[config.mk]
export PLATFORM = sky130hd
export DESIGN_NAME = ntt_bitrev_unloader_flat
export DESIGN_NICKNAME = d
export VERILOG_FILES = /design/src/rtl/ntt_bitrev_unloader_if.sv /design/src/rtl/ntt_bitrev_unloader.sv /design/src/flat_wrapper.sv
export SDC_FILE = /design/constraint.sdc
export NUM_CORES = 1
export LEC_CHECK = 0
export ABC_AREA = 1
export CORE_UTILIZATION = 55
export DETAILED_ROUTE_END_ITERATION = 7
export PLACE_DENSITY = 0.88
export SYNTH_ARGS = -nofsm -noshare
export SYNTH_HDL_FRONTEND = slang
export SYNTH_SLANG_ARGS = --single-unit
[constraint.sdc]
create_clock -name clk -period 3.7 [get_ports clk]
set_clock_uncertainty 0.2 [all_clocks]
set_input_delay 0.925 -clock clk [delete_from_list [all_inputs] [get_ports clk]]
set_output_delay 0.925 -clock clk [all_outputs]
set_load 0.03 [all_outputs]
[src/rtl/ntt_bitrev_unloader_if.sv]
// Stream bus for the NTT output reorder buffer: bit-reversed input side and
// natural-order output side, each with its own valid/ready handshake.
interface ntt_bitrev_unloader_if #(
  parameter int W = 32
);
  logic         in_valid;
  logic [W-1:0] in_data;
  logic         in_ready;
  logic         out_valid;
  logic [W-1:0] out_data;
  logic         out_last;
  logic         out_ready;

  modport slave (
    input  in_valid, in_data, out_ready,
    output in_ready, out_valid, out_data, out_last
  );

  modport master (
    output in_valid, in_data, out_ready,
    input  in_ready, out_valid, out_data, out_last
  );
endinterface

[src/rtl/ntt_bitrev_unloader.sv]
// Ping-pong reorder buffer: stores bit-reversed NTT coefficients after a final
// conditional subtraction and replays them in natural order.
module ntt_bitrev_unloader #(
  parameter int W       = 32,
  parameter int N       = 8,
  parameter int MODULUS = 7681
) (
  input  logic                  clk,
  input  logic                  rst_n,
  ntt_bitrev_unloader_if.slave  bus,
  output logic                  range_err,
  output logic                  busy
);
  localparam int LOG = $clog2(N);

  localparam logic [1:0] EMPTY    = 2'd0;
  localparam logic [1:0] FILLING  = 2'd1;
  localparam logic [1:0] FULL     = 2'd2;
  localparam logic [1:0] DRAINING = 2'd3;

  localparam logic [W-1:0]   MOD  = W'(MODULUS);
  localparam logic [W-1:0]   MOD2 = W'(2 * MODULUS);
  localparam logic [LOG-1:0] LAST = LOG'(N - 1);

  logic [W-1:0]   mem [2][N];
  logic [1:0]     st  [2];
  logic           wb;
  logic           rb;
  logic [LOG-1:0] wcnt;
  logic [LOG-1:0] rcnt;

  logic           in_rdy;
  logic           out_vld;
  logic           wr_hs;
  logic           rd_hs;
  logic [W-1:0]   red_data;

  function automatic logic [LOG-1:0] bitrev(input logic [LOG-1:0] a);
    logic [LOG-1:0] r;
    r = '0;
    for (int unsigned i = 0; i < LOG; i++) begin
      r[i] = a[LOG-1-i];
    end
    return r;
  endfunction

  // Ready/valid come only from registered bank state, so a bank freed by the
  // last read becomes writable one cycle later.
  always_comb begin
    in_rdy        = (st[wb] == EMPTY) || (st[wb] == FILLING);
    out_vld       = (st[rb] == FULL) || (st[rb] == DRAINING);
    wr_hs         = bus.in_valid && in_rdy;
    rd_hs         = out_vld && bus.out_ready;
    red_data      = (bus.in_data >= MOD) ? (bus.in_data - MOD) : bus.in_data;
    bus.in_ready  = in_rdy;
    bus.out_valid = out_vld;
    bus.out_data  = mem[rb][rcnt];
    bus.out_last  = out_vld && (rcnt == LAST);
    busy          = (st[0] != EMPTY) || (st[1] != EMPTY);
  end

  always_ff @(posedge clk) begin
    if (wr_hs) begin
      mem[wb][bitrev(wcnt)] <= red_data;
    end
  end

  // A write handshake and a read handshake never target the same bank, since
  // their enabling state sets are disjoint; both updates may land together.
  always_ff @(posedge clk or negedge rst_n) begin
    if (!rst_n) begin
      st[0]     <= EMPTY;
      st[1]     <= EMPTY;
      wb        <= 1'b0;
      rb        <= 1'b0;
      wcnt      <= '0;
      rcnt      <= '0;
      range_err <= 1'b0;
    end else begin
      if (wr_hs) begin
        st[wb] <= (wcnt == LAST) ? FULL : FILLING;
        wcnt   <= wcnt + 1'b1;
        if (wcnt == LAST) begin
          wb <= ~wb;
        end
        if (bus.in_data >= MOD2) begin
          range_err <= 1'b1;
        end
      end
      if (rd_hs) begin
        st[rb] <= (rcnt == LAST) ? EMPTY : DRAINING;
        rcnt   <= rcnt + 1'b1;
        if (rcnt == LAST) begin
          rb <= ~rb;
        end
      end
    end
  end
endmodule

[src/flat_wrapper.sv]
// flat-port wrapper written by rule: the top's interface ports become plain ports
module ntt_bitrev_unloader_flat 
#(
  parameter int W       = 32,
  parameter int N       = 8,
  parameter int MODULUS = 7681
)
  (clk, rst_n, range_err, busy, bus_in_valid, bus_in_data, bus_out_ready, bus_in_ready, bus_out_valid, bus_out_data, bus_out_last);
  ntt_bitrev_unloader_if #(.W(W)) bus_i ();
  input  logic clk;
  input  logic rst_n;
  output logic range_err;
  output logic busy;
  input wire logic [$bits(bus_i.in_valid)-1:0] bus_in_valid;
  input wire logic [$bits(bus_i.in_data)-1:0] bus_in_data;
  input wire logic [$bits(bus_i.out_ready)-1:0] bus_out_ready;
  output wire logic [$bits(bus_i.in_ready)-1:0] bus_in_ready;
  output wire logic [$bits(bus_i.out_valid)-1:0] bus_out_valid;
  output wire logic [$bits(bus_i.out_data)-1:0] bus_out_data;
  output wire logic [$bits(bus_i.out_last)-1:0] bus_out_last;
  assign bus_i.in_valid = bus_in_valid;
  assign bus_i.in_data = bus_in_data;
  assign bus_i.out_ready = bus_out_ready;
  assign bus_in_ready = bus_i.in_ready;
  assign bus_out_valid = bus_i.out_valid;
  assign bus_out_data = bus_i.out_data;
  assign bus_out_last = bus_i.out_last;
  ntt_bitrev_unloader #(.W(W), .N(N), .MODULUS(MODULUS)) u_core (.clk(clk), .rst_n(rst_n), .bus(bus_i), .range_err(range_err), .busy(busy));
endmodule
==> key figures <==
Placement
  • Placed instance area: approximately 24000 um^2
  • Number of port buffers: a little over 70
  • Detailed Place HPWL: 32900 um
  • Routability cong.: between 0.9 and 1

Timing
  • Hold slack: ~0.28 ns
  • Slew @ Worst Pin: around 0.87 ns
  • Crit share post-route: 101%
  • Slew HR: about two fifths
  • Max-slew violations: 0
  • Fin crit period: between 3 and 4 ns
  • Achievable Freq: roughly 270 MHz
  • Slack of the critical path: -0.0198 ns
  • Unrepaired setup endpoints after global routing: yes
  • Setup_tns: -0.0198 ns
  • Final Hold Viols: 0
  • Final setup viols: 1

Die
  • Core Region: around 40000 um^2
  • Die footprint: about 42000 um^2
  • Die Height: about 200 um
  • Initial Utilization: 56.1%
  • Rows: 73
  • Io pins: 73
  • Chip width: roughly 200 um

Setup path
  • Reg2reg path depth: 8
  • Launching point of the worst reg2reg path: u_core.wb
  • Worst-path cell with the longest stage delay: dfrtp_4
  • R2R Path End: u_core.mem[0][136]
  • WP data arrival: roughly 2.6 ns
  • Most frequent CP cell: o21ai_0
  • CP peak stage delay: 0.58 ns
  • Reg-to-reg slack, setup: 0.94 ns
  • Crit path launch type: flip-flop
  • CP cell instances: buf_6 > buf_16 > o21ai_0 > o21ai_0 > o211ai_1 > nand2_1 > buf_12
  • Critical path class: reg -> out
  • Endpoint type of the worst setup path: output port
  • Critical Path RT: ~2.6 ns
  • Crit-path max FO: 38

Clock tree
  • Num CTS Buffers: 47
  • Clock Latency Late Sink: between 0.5 and 0.6 ns
  • Sink Count: 525
  • Hold-fix buffers at CTS: 0
  • H-tree depth: 2
  • Reg clk slew, reported paths: about 0.060 ns
  • CTS tree: built
  • Root Buffer: clkbuf_16
  • Longest Clk Path Bufs: 3

Global route
  • First-pass GRT wire length: ~91000 um
  • Total GRT Usage: between 20% and 30%
  • Gr ovfl total: 0
  • Initial antenna violation count: 0
  • Vias in the first global route: about 16k
  • Largest net degree at the start of global routing: slightly above 80

Route
  • DR pass1 iterations: 7
  • DRT Wirelength: 62200 um
  • Routed Antenna Nets: 0
  • Via-per-instance ratio: about 6.5
  • DR iter-0 viols: 2551
  • DRC viols: 0
  • Avg WL per Cell: 24.5 um
  • Number of vias in the routed layout: around 16k

Logic synthesis
  • Syn. warnings: 0
  • Synth Register Bits: approximately 530
  • Synth top area share: slightly below 70%
  • Mapped Avg Cell Area: between 10 and 15 um^2
  • Area leader, netlist: edfxtp_1
  • Sequential share of the synthesized area: a little over two thirds
  • Commonest cells post-synth: edfxtp_1, nor2_1, o21ai_0
  • Async SR Flop Fraction: between 2 and 2.5%
  • Distinct cell type count after synthesis: 36
  • Most instantiated library cell after synthesis: edfxtp_1
  • Syn Nets: around 1.9k
  • Netlist Area Pre-Place: about 22000 um^2
  • Synth top area cells: edfxtp_1, nor2_1, o21ai_0, o211ai_1, nand2_1
  • Synth Instances: between 1.5k and 2k
  • Post-synth top flop: edfxtp_1
  • Number of synthesized flops with an enable pin: slightly above 500

Min path
  • Hold Startpoint: u_core.range_err
  • Worst hold path class: reg -> reg
  • Hold endpoint: u_core.range_err
  • WHS Path Cells: 2

Final layout
  • Layout net count: between 2k and 2.5k
  • Final Instance Area: about 26000 um^2
  • Ant. Diodes: 0
  • Util after Layout: between 60% and 70%
  • Synth-to-layout area growth: 16.8%
  • Share of post-route cells with drive strength above 1: roughly an eighth

Pwr
  • Pleak: 8.78 nW
  • Pwr Density: about 780 nW/um^2
  • Peak supply drop: about 530 uV

Job
  • Max-Cap Viols: 0

Run status
  • Status: complete, but fails checks
  • Failing checks: setup timing
==> worst max-delay path by stage <==
stage,startpoint,to,depth (start not counted)
3_5_place_dp,bus_in_data[1],u_core.mem[0][111],13
5_1_grt,u_core.rb,bus_out_data[23],7
6_report,u_core.rb,bus_out_data[23],7
4_1_cts,u_core.rb,bus_out_data[3],7
2_1_floorplan,u_core.wb,u_core.mem[0][32],5
3_3_place_gp,bus_in_data[8],u_core.mem[0][111],11
==> layout by cell type (no fill, tap or decap), types with 5 or more instances in the layout <==
cell type and n:
a21oi_2 11, nand3_1 62, nand4_1 8, clkbuf_1 12, o21ai_1 47, a21oi_1 8, o211ai_1 131, inv_2 7
nor3_1 7, inv_1 56, clkinv_2 7, dfrtp_1 10, nor2_4 17, xor2_1 5, nor2_2 7, nand2_1 133
o21ai_2 7, o21ai_0 264, nand2_2 9, clkinv_1 7, edfxtp_1 512, buf_12 53, clkdlybuf4s50_1 39, buf_4 47
clkbuf_16 50, nor2_1 445, ha_1 11, bufinv_16 5
==> metal layers <==
metal	vias to the layer above	global-route usage [%]	wire [um]
met5	-	0	0
met4	0	15.5	3260
li1	6947	-	-
met3	265	4.60	7710
met2	1474	48.7	30400
met1	7811	36.9	20900
==> timing repair <==
action | in CTS | in global routing
pin swaps | 0 | 1
endpoints found under the setup margin | 29 | 23
gates cloned | 2 | 2
setup buffers | 3 | 5
resized for setup | 12 | 11
==> worst max-delay path, delay by kind of cell, from the launching register on <==
family / cells / cell delay [ns]
buffers and inverters: 3 / 0.59
AO/OA/AOI/OAI: 3 / 0.69
AND/OR/NAND/NOR: 1 / 0.16
flip-flops: 1 / 0.58
==> state kept, by name, indices dropped and copies added, names as in the netlist <==
register / cells
u_core.rb: 1
u_core.wb: 1
u_core.range_err: 1
u_core.mem: 512
u_core.rcnt: 3
u_core.st: 4
u_core.wcnt: 3
==> metrics by stage <==
stage / setup WS [ns] / power, mW / std cells
2_1_floorplan: -0.469 / 11.7 / 1890
3_3_place_gp: 0.168 / 14.5 / 2443
3_5_place_dp: 0.0690 / 14.9 / 2443
4_1_cts: 0.0146 / 19.9 / 2532
5_1_grt: -0.0521 / 21.0 / 2539
6_report: -0.0198 / 20.3 / 2539
==> report_power, final <==
| group | switching, mW | total [mW] | leakage (nW) | internal [mW] |
|---|---|---|---|---|
| sequential | 0.187 | 7.12 | 4.75 | 6.94 |
| combinational | 5.28 | 8.35 | 3.29 | 3.07 |
| clock | 2.06 | 4.84 | 0.736 | 2.78 |
| total | 7.53 | 20.3 | 8.78 | 12.8 |
==> logic make-up (layout without fill, tap and decap cells) <==
family	after synthesis	count (layout)	synth area share, %
simple gates	702	702	12.8
flops	525	525	70.1
compound gates	468	468	12.2
buf+inv	177	301	3.91
fa+ha+maj	11	11	0.615
xor+xnor	7	7	0.307
==> area by class of cell <==
cell class / instances / area [um^2]
inverters: 65 / 270
multi-input cells: 1188 / 5920
repair inverters: 1 / 11.3
repair buffers: 151 / 2050
clock buffers: 61 / 1270
well taps: 525 / 657
clock inverters: 23 / 250
fillers: 2531 / 13800
flip-flops and latches: 525 / 15700
No activity file was read; power rests on OpenSTA's default activity.
